## src/rtl/store_buffer_unit.sv

```systemverilog
// store_buffer_unit: aligned store FIFO to data memory; define STORE_BUF_FWD_EN to enable ld_conflict
module store_buffer_unit #(
  parameter int XLEN = 32,
  parameter int ADDR_W = 32,
  parameter int DEPTH = 4
) (
  input  logic                       clk,
  input  logic                       rst_n,
  input  logic                       st_valid,
  output logic                       st_ready,
  input  logic [1:0]                 st_funct3,
  input  logic [ADDR_W-1:0]          st_addr,
  input  logic [XLEN-1:0]            st_data,
  output logic                       st_err,
  output logic                       mem_valid,
  input  logic                       mem_ready,
  output logic [ADDR_W-1:0]          mem_addr,
  output logic [XLEN-1:0]            mem_wdata,
  output logic [XLEN/8-1:0]          mem_be,
  output logic [$clog2(DEPTH):0]     count,
  output logic                       empty,
  output logic                       full,
  input  logic [ADDR_W-1:0]          ld_addr,
  output logic                       ld_conflict
);
  localparam int OB = XLEN / 8;
  localparam int OW = $clog2(OB);
  localparam int PW = $clog2(DEPTH);
  localparam int CW = PW + 1;
  logic [ADDR_W-1:0] q_addr [DEPTH];
  logic [XLEN-1:0]   q_data [DEPTH];
  logic [OB-1:0]     q_be   [DEPTH];
  logic [PW-1:0]     wr_ptr, rd_ptr;
  logic [OW-1:0]     off;
  logic [7:0]        m8;
  logic              mis, push, pop;
  assign off = st_addr[OW-1:0];
  always_comb begin
    m8 = st_funct3 == 2'b00 ? 8'h01 : st_funct3 == 2'b01 ? 8'h03 : st_funct3 == 2'b10 ? 8'h0f : 8'hff;
    mis = (st_funct3 == 2'b01 && st_addr[0]) ||
          (st_funct3 == 2'b10 && st_addr[1:0] != 2'b00) ||
          (st_funct3 == 2'b11 && (XLEN == 32 || st_addr[2:0] != 3'b000));
  end
  assign full      = count == CW'(DEPTH);
  assign empty     = count == '0;
  assign st_ready  = !full;
  assign mem_valid = !empty;
  assign push      = st_valid && st_ready && !mis;
  assign pop       = mem_valid && mem_ready;
  assign mem_addr  = q_addr[rd_ptr];
  assign mem_wdata = q_data[rd_ptr];
  assign mem_be    = q_be[rd_ptr];
  always_ff @(posedge clk) begin
    if (push) begin
      q_addr[wr_ptr] <= st_addr & ~ADDR_W'(OB - 1);
      q_data[wr_ptr] <= st_data << {off, 3'b000};
      q_be[wr_ptr]   <= m8[OB-1:0] << off;
    end
  end
  always_ff @(posedge clk or negedge rst_n) begin
    if (!rst_n) begin
      wr_ptr <= '0;
      rd_ptr <= '0;
      count  <= '0;
      st_err <= 1'b0;
    end else begin
      wr_ptr <= wr_ptr + PW'(push);
      rd_ptr <= rd_ptr + PW'(pop);
      count  <= count + CW'(push) - CW'(pop);
      st_err <= st_valid && st_ready && mis;
    end
  end
`ifdef STORE_BUF_FWD_EN
  logic [DEPTH-1:0] vld;
  always_ff @(posedge clk or negedge rst_n) begin
    if (!rst_n) vld <= '0;
    else begin
      if (push) vld[wr_ptr] <= 1'b1;
      if (pop) vld[rd_ptr] <= 1'b0;
    end
  end
  always_comb begin
    ld_conflict = 1'b0;
    for (int i = 0; i < DEPTH; i++)
      if (vld[i] && q_addr[i] == (ld_addr & ~ADDR_W'(OB - 1))) ld_conflict = 1'b1;
  end
`else
  logic unused_ld;
  assign unused_ld   = ^ld_addr;
  assign ld_conflict = 1'b0;
`endif
endmodule

```

## config.mk

```make
export PLATFORM = sky130hd
export DESIGN_NAME = store_buffer_unit
export DESIGN_NICKNAME = d
export VERILOG_FILES = /design/src/rtl/store_buffer_unit.sv
export SDC_FILE = /design/constraint.sdc
export NUM_CORES = 1
export LEC_CHECK = 0
export CORE_MARGIN = 4
export CORE_UTILIZATION = 53
export CTS_CLUSTER_SIZE = 20
export DETAILED_ROUTE_END_ITERATION = 10
export PLACE_DENSITY = 0.84
export SLEW_MARGIN = 15
export SYNTH_ARGS = -nofsm -noshare
export SYNTH_HDL_FRONTEND = slang
export SYNTH_SLANG_ARGS = --single-unit
```

## constraint.sdc

```tcl
create_clock -name clk -period 7.72 [get_ports clk]
set_input_delay 0.772 -clock clk [delete_from_list [all_inputs] [get_ports clk]]
set_output_delay 0.772 -clock clk [all_outputs]
set_load 0.005 [all_outputs]
```

# [Word-level counts from Yosys, hierarchy flattened]
# Memories as Yosys holds them, arrays and structs flattened.
# Index checks and enable logic that the tools add are counted.
[totals] reg_bits=8 in_bits=102 romBits=0 word_cells=35 mem_bits_rw=264 memories=3 latchBits=0 out_inout_bits=77
[memory_table] name="q_data" depth=4 width=32 read_ports=1 rd_clocked_by_memory_dff=0 wr=1 line="31" rtl="logic [XLEN-1:0] q_data [DEPTH];"
[memory_table] name="q_addr" depth=4 width=30 read_ports=1 rd_clocked_by_memory_dff=0 wr=1 line="30" rtl="logic [ADDR_W-1:0] q_addr [DEPTH];"
[memory_table] name="q_be" depth=4 width=4 read_ports=1 rd_clocked_by_memory_dff=0 wr=1 line="32" rtl="logic [OB-1:0] q_be [DEPTH];"
[classes] bitwise=0 n_reduce_logical=14 magnitude_cmp=0 eq_ne=4 n_mul=0 muxes=4 div=0 addsub=4 shift=2
[op_table] op="$shl A32 B5 Y32" n=1
[op_table] op="$mux W4" n=2
[op_table] op="$logic_and A1 B1 Y1" n=6
[op_table] op="$add A2 B1 Y2" n=2
[op_table] op="$eq A2 B2 Y1 const B" n=2
[op_table] op="$shl A4 B2 Y4" n=1
[op_table] op="$add A3 B1 Y3" n=1
[op_table] op="$eq A3 B3 Y1 const B" n=1
[op_table] op="$logic_not A1 Y1" n=3
[op_table] op="$logic_not A3 Y1" n=1
[op_table] op="$sub A3 B1 Y3" n=1
[op_table] op="$eq A2 B1 Y1 const B" n=1
[op_table] op="$logic_not A2 Y1" n=1
[op_table] op="$logic_or A1 B1 Y1" n=2
[op_table] op="$mux W1" n=2
[op_table] op="$reduce_bool A2 Y1" n=1

# [Depth between registers and ports, before layout]
# Gate-level depths: netlist of the first run.
[logic_depth] ltp_word=8 mapped_depth=10 depth_no_buf=9

# [Worst setup path after synthesis of the first run]
# Ideal clock, no wire load.
[synth_path] path_type="input -> register" from="in st_addr[1]" to="mem q_addr[1][0] (netlist bit) (enable)" required_time_ps=7135 path_stages=4 t_arrival_ps=6182 path_buffers=1 slack_ps=953 setup_time_ps=585 cell_sequence="buf_2 nor3_2 o211ai_2 nor3b_1"
[synth_via] elab_chain_len=8
[synth_lines] element="start, declared" line="12" rtl="input logic [ADDR_W-1:0] st_addr,"
[synth_lines] element="$reduce_bool A2 Y1" line="41" rtl="(st_funct3 == 2'b10 && st_addr[1:0] != 2'b00) ||"
[synth_lines] element="$logic_and A1 B1 Y1" line="41"
[synth_lines] element="$logic_or A1 B1 Y1" line="40" rtl="mis = (st_funct3 == 2'b01 && st_addr[0]) ||"
[synth_lines] element="$logic_or A1 B1 Y1" line="41"
[synth_lines] element="$logic_not A1 Y1" line="48" rtl="assign push = st_valid && st_ready && !mis;"
[synth_lines] element="$logic_and A1 B1 Y1" line="48"
[synth_lines] element="$mux W1" line="54" rtl="if (push) begin"
[synth_lines] element="$mux W1 (implied by the code)" line="55" rtl="q_addr[wr_ptr] <= st_addr & ~ADDR_W'(OB - 1);"
[synth_lines] element="end, declared" line="30"
# Every way passes these cells.

# [Final worst setup path of the first run]
[layout_path] from="reg rd_ptr[0]" to="out mem_wdata[29]"
[layout_via] elab_chain_len=1
[layout_lines] element="start, declared" line="33" rtl="logic [PW-1:0] wr_ptr, rd_ptr;"
[layout_lines] element="start signal, assigned" line="68" rtl="rd_ptr <= rd_ptr + PW'(pop);"
[layout_lines] element="$mem_v2 Z4 W32"
[layout_lines] element="end, declared" line="18" rtl="output logic [XLEN-1:0] mem_wdata,"
# Every way passes these cells.

==> results of run 1 <==
[registers in the layout, summed over array words and instances (netlist names)]
register / cells
q_data: 128
rd_ptr: 2
wr_ptr: 2
q_addr: 120
st_err: 1
count: 3
q_be: 16
[worst max path at each step]
stage	from	endpoint	slack, ns	cells after the start
global placement	rd_ptr[0]	mem_wdata[29]	4.17	3
global route	rd_ptr[0]	mem_wdata[29]	3.49	3
finish	rd_ptr[0]	mem_wdata[29]	3.76	3
detailed placement	st_addr[0]	count[2]	4.09	10
CTS	rd_ptr[0]	mem_wdata[29]	3.60	3
floorplan	st_addr[1]	q_addr[1][0]	0.95	4
[through the flow]
stage          hold slack (ns)  cells  setup WS [ns]  utilization [%]
2_1_floorplan            0.476    474          0.953                -
6_report                 0.519    910           3.76             67.0
3_3_place_gp             0.492    862           4.17             62.5
5_1_grt                  0.559    910           3.49             67.0
4_1_cts                  0.519    910           3.60             67.0
3_5_place_dp             0.512    862           4.09             62.5
[layer usage]
metal	part of all wire, %	track usage, %	wire length, um
met2	51	31.2	10400
met1	40	25.5	8120
met3	7.0	3.83	1430
met5	0	0	0
met4	1.9	4.12	383
[layout make-up]
type,count,area [sq um],area share [%]
timing repair buffer,149,1470,11.3
multi-input combinational,170,2210,17.0
inverter,6,22.5,0.173
clock buffer,32,694,5.33
tap,265,332,2.54
sequential,272,8140,62.4
clock inverter,16,174,1.33
[Yosys cell counts]
cell type  count
buf_2          8
and2_1         9
conb_1         1
nor3_1         3
inv_1          6
o21ai_0        9
buf_1          3
mux4_2        66
nor3b_1        2
xor2_1         2
ha_1           4
buf_6          6
mux2i_1       17
nor2b_1        9
buf_4          6
a21oi_1        9
nor2_1        11
a211oi_1       8
edfxtp_1     264
o211ai_2       1
nand2_1       10
dfrtp_1        8
or3b_2         1
xnor2_1        2
clkbuf_1       3
nor3_2         1
nand2b_1       1
or3_1          1
fa_1           1
[report_power, final]
part           total (mW)  leakage [nW]  internal [mW]  switching, mW
Sequential           1.97          2.50           1.80          0.170
Clock                1.28         0.422          0.770          0.507
Combinational        1.18          1.35          0.760          0.425
Total                4.43          4.27           3.33           1.10
[worst max-delay path: stages, from the launching register on]
cell,delay [ns]
dfrtp_4,0.81
buf_4,0.71
mux4_2,0.60
clkdlybuf4s50_1,0.53
[cell families after synthesis]
| logic type | count (synthesis) |
|---|---|
| buffers and inverters | 32 |
| and+or+nand+nor | 48 |
| muxes | 83 |
| other | 1 |
| adders and majority gates | 5 |
| xor gates and xnor gates | 4 |
| AOI/OAI and AO/OA | 27 |
| DFF | 272 |
==> metrics.yaml, run 1 <==
power:
  p_leak_nw: 4.27
  power-per-cell-area_nw_per_um2: 340
  peakVddDrop_mv: 0.205
  post_layout_total_power_mw: 4.43
clock_network:
  cts_setup_buffers: 0
  post_cts.resized_instances: 0
  clk_latency_ns: 0.52
  cts_max_level: 1
  root_buffer: "clkbuf_16"
  holdBufCountCts: 0
  cts_tree: "built"
  cts_num_sinks: 272
  cts_inserted_buffers: 27
  cts_max_path_buffers: 3
  clkTransAtPathRegs_ns: 0.06
hold_path:
  hold_start: "count[2]"
  hold-path-endpoint: "count[2]"
  hold_path.class: "flip-flop to flip-flop"
  worst_hold_path.num_cells: 1
yosys:
  sequential_fraction_of_the_synthesis_area_pct: 77.4
  synth_top_area_cell: "edfxtp_1"
  number_of_cells_produced_by_synthesis: 472
  synth_simple_gate_area_share_pct: 2.41
  synth_fa_ha_area_share_pct: 0.667
  synth_xor_xnor_area_share_pct: 0.333
  synth_largest_type_area_fraction_pct: 75.5
  synthesis.area_sq_um: 10500
  ys_warn_count: 0
  synth_top_family_by_area: "multiplexers"
  synth.top_cells.by_area: "edfxtp_1 (75%), mux4_2 (14%), dfrtp_1 (1.9%), mux2i_1 (1.6%), buf_6 (0.64%)"
  synth_compound_gate_area_share_pct: 1.55
  muxShareOfSynthArea_pct: 15.8
  flop_and_latch_count_out_of_synthesis: 272
  syn_area_per_cell_sq_um: 22.3
  synth_cell_type_count: 29
drt:
  via_per_inst: 5.65
  drt_drc_violations_left: 0
  vias: 5144
  ant_nets: 0
  routed_wire_length_per_instance_um: 22.3
  detailedRoute.firstIterationViolations: 367
  routed_wirelength_um: 20300
  drt-pass1-iter-count: 4
critical_path:
  timing.critical_path.required_ns: 6.95
  worst-r2r-cell-count: 9
  reg2reg_from: "count[1]"
  setup.worst_path.class: "flip-flop to output pin"
  regToRegSetupSlack_ns: 5.16
  r2r_end: "count[2]"
  worst-endpoint-arrival_ns: 3.19
  start_kind: "flip-flop"
  critPathMaxFanout: 37
  worst_setup_path_end_kind: "output pin"
global_routing:
  grt_first_pass_wirelength_um: 31700
  grt_usage_pct: 18.5
  grt_pass1_vias: 5541
  largest_net_degree_at_the_start_of_global_routing: 68
  antenna_found_initial: 0
  gr-total-overflow: 0
status:
  run_status: "finished clean"
final_layout:
  post_route_cells_drive_above_1_share_pct: 18.3
  postLayoutCellArea_sq_um: 13000
  final_common_cell: "edfxtp_1"
  area_growth_pct: 24.1
  num_antenna_cells: 0
  filler_cell_count: 1214
  finalNetCount: 733
  layout_common_cells: "edfxtp_1 (264), clkdlybuf4s50_1 (142), mux4_2 (66)"
sta:
  finClkSkew_ns: 0.0146
  slew-limit-headroom_pct: 30.7
  timing.final.crit_share_pct: 51.3
  finalSetupTns_ns: 0
  rsz0062_at_grt: "no"
  drv_slew: 0
  maxClockFrequency_mhz: 253
  shortest_period_the_worst_path_allows_ns: 3.96
  tightestPinTransition_ns: 1.04
  setup_viol_count_final: 0
  hold_violations: 0
floorplan:
  ios: 179
  fp.dieArea_sq_um: 22100
  core_rows: 51
  die_h_um: 149
  initial_core_util_pct: 54.0
  core_area_sq_um: 19500
  die_x_um: 149
run:
  max-cap-violations: 0
placed_design:
  gp_routability_congestion: 0.786
  place_hpwl_um: 12000
  placement.cell_area_sq_um: 12200
  numPortBuffers: 143
(Power assumes the default switching activity.)
==> inputs of run 2 (changes only) <==
--- a/config.mk
+++ b/config.mk
@@ -6,10 +6,10 @@
 export NUM_CORES = 1
 export LEC_CHECK = 0
 export CORE_MARGIN = 4
-export CORE_UTILIZATION = 53
+export CORE_UTILIZATION = 48
 export CTS_CLUSTER_SIZE = 20
 export DETAILED_ROUTE_END_ITERATION = 10
-export PLACE_DENSITY = 0.84
+export PLACE_DENSITY = 0.8
 export SLEW_MARGIN = 15
 export SYNTH_ARGS = -nofsm -noshare
 export SYNTH_HDL_FRONTEND = slang
==> constraint.sdc (replaced) <==
create_clock -name clk -period 3.3 [get_ports clk]
set_input_delay 0.33 -clock clk [delete_from_list [all_inputs] [get_ports clk]]
set_output_delay 0.33 -clock clk [all_outputs]
set_load 0.005 [all_outputs]
==> metrics.yaml, run 2 (same netlist as run 1, synthesis figures left out) <==
status:
  run_status: "finished clean"
sta:
  finalSetupTns_ns: 0  # unchanged
  drv_slew: 0  # unchanged
  slew-limit-headroom_pct: 43.4  # +13 points
  setup_slack_ns: 0.350  # -3.41 ns
  maxClockFrequency_mhz: 339
  rsz0062_at_grt: "no"
  finClkSkew_ns: 0.0106  # -0.00404 ns
  shortest_period_the_worst_path_allows_ns: 2.95
  setup_viol_count_final: 0  # unchanged
  tightestPinTransition_ns: 0.847  # -0.192 ns
  timing.final.crit_share_pct: 89.4
  hold_violations: 0  # unchanged
drt:
  routed_wirelength_um: 21200  # +4.2%
  via_per_inst: 5.49  # -2.8%
  routed_wire_length_per_instance_um: 22.7  # +1.8%
  routedLengthMet1_um: 7850  # -3.3%
  detailedRoute.firstIterationViolations: 342  # -6.8%
  met2_length_um: 11200  # +8.0%
  maxUsedRoutingLayer: "met4"
  drt-pass1-iter-count: 4  # unchanged
  ant_nets: 0  # unchanged
  wl_met3_um: 1550  # +8.3%
  drt_drc_violations_left: 0  # unchanged
  vias: 5121  # -0.45%
critical_path:
  worstPathCellList: "buf_4 > mux4_2 > clkdlybuf4s50_1"
  worstPathBufferInverterCount: 2  # unchanged
  slowest_stage_cell_crit_path: "dfrtp_4"
  crit_cells: 3  # unchanged
  setup.worst_path.class: "flip-flop to output pin"
  cp-startpoint: "rd_ptr[0]"
  timing.critical_path.required_ns: 2.97  # -3.98 ns
  critPathMaxFanout: 26  # -30%
  reg2reg_from: "count[1]"
  regToRegSetupSlack_ns: 0.83  # -4.33 ns
  max_stage_delay_ns: 0.79  # -0.02 ns
  crit_family: "flip-flops"
  worst-r2r-cell-count: 9  # unchanged
  worst-endpoint-arrival_ns: 2.62  # -0.57 ns
  start_kind: "flip-flop"
  worst_setup_path_end_kind: "output pin"
  r2r_end: "count[2]"
run:
  max-cap-violations: 0  # unchanged
placed_design:
  numPortBuffers: 143  # unchanged
  preCtsSetupSlack_ns: 0.658  # -3.43 ns
  place_hpwl_um: 13400  # +11%
  placed_cells_incl_taps: 882  # +2.3%
  gp_routability_congestion: 0.784  # -0.29%
final_layout:
  finalCoreUtilization_pct: 62.0  # -5.0 points
  layout_common_cells: "edfxtp_1 (264), clkdlybuf4s50_1 (142), mux4_2 (66)"
  ff_latch_area_sq_um: 8140  # unchanged
  final_common_cell: "edfxtp_1"
  finalNetCount: 743  # +1.4%
  regMostFlops: "q_data"
  layout_top_registers: "q_data x128, q_addr x120, q_be x16"
  filler_cell_count: 1440  # +19%
  largest_register_ffs: 128  # unchanged
  post_route_cells_drive_above_1_share_pct: 19.5  # +1.2 points
  multi_input_area_sq_um: 2230  # +0.85%
  number_of_cells_in_the_finished_layout_apart_from_fillers: 932  # +2.4%
  area_growth_pct: 25.6
  num_antenna_cells: 0  # unchanged
clock_network:
  root_buffer: "clkbuf_16"
  post_cts.resized_instances: 0  # unchanged
  cts_tree: "built"
  cts_max_path_buffers: 3  # unchanged
  holdBufCountCts: 0  # unchanged
  clkTransAtPathRegs_ns: 0.06  # about the same
  cts_inserted_buffers: 27  # unchanged
  cts_max_level: 1  # unchanged
  clk_latency_ns: 0.52  # about the same
  cts_num_sinks: 272  # unchanged
  cts_setup_buffers: 0  # unchanged
power:
  p_leak_nw: 4.35  # +1.8%
  power-per-cell-area_nw_per_um2: 794  # +130%
  peakVddDrop_mv: 0.485  # +140%
global_routing:
  grt_first_pass_wirelength_um: 32600  # +2.9%
  grt_pass1_vias: 5701  # +2.9%
  grt_usage_pct: 17.5  # -1.0 points
  antenna_found_initial: 0  # unchanged
  largest_net_degree_at_the_start_of_global_routing: 67  # -1.5%
  gr-total-overflow: 0  # unchanged
floorplan:
  core_area_sq_um: 21300  # +9.4%
  die_x_um: 156  # +4.8%
  initial_core_util_pct: 49.4  # -4.6 points
  ios: 179  # unchanged
  die_h_um: 156  # +4.8%
  fp.dieArea_sq_um: 24300  # +9.8%
  core_rows: 53  # +3.9%
hold_path:
  hold_path.class: "primary input to async pin"
-- run 2: cell count changes in the layout (fill, tap and decap cells not counted), sizes merged --
cell | before | now
bufinv | 4 | 3
clkinvlp | 1 | 0
clkbuf | 32 | 34
inv | 6 | 7
clkinv | 11 | 12
buf | 7 | 17
-- run 2: layer usage --
metal  up-vias  global-route usage, %
li1       2274                      -
met1      2619                   21.7
met2       187                   31.0
met3        41                   3.69
met4         0                   5.46
met5         -                      0
-- run 2: final cells by class --
class | instances | area share, %
clock buffer | 34 | 5.32
clock inverter | 16 | 1.17
multi-input combinational | 170 | 16.9
tap | 275 | 2.61
inverter | 6 | 0.171
sequential | 272 | 61.6
timing repair buffer | 159 | 12.2
-- run 2: worst max path at each step --
| stage | end | slack (ns) |
|---|---|---|
| after floorplan | q_addr[3][0] | 0.16 |
| after global placement | count[2] | 0.67 |
| after detailed placement | count[2] | 0.66 |
| after CTS | mem_addr[10] | 0.26 |
| after global routing | mem_wdata[19] | 0.18 |
| final | mem_wdata[19] | 0.35 |
-- run 2: metrics by stage --
step	hold slack [ns]	cell area, sq um	power [mW]
after floorplan	0.0344	10600	6.04
after global placement	0.525	12300	7.62
after detailed placement	0.517	12300	7.69
after CTS	0.0988	13200	10.6
after global routing	0.116	13200	11.0
final	0.119	13200	10.5
-- run 2: report_power, final --
group          internal, mW  total [mW]  switching, mW  leakage (nW)
combinational          1.87        3.00           1.12          1.43
sequential             4.21        4.55          0.340          2.50
clock                  1.74        2.93           1.19         0.419
total                  7.82        10.5           2.65          4.35
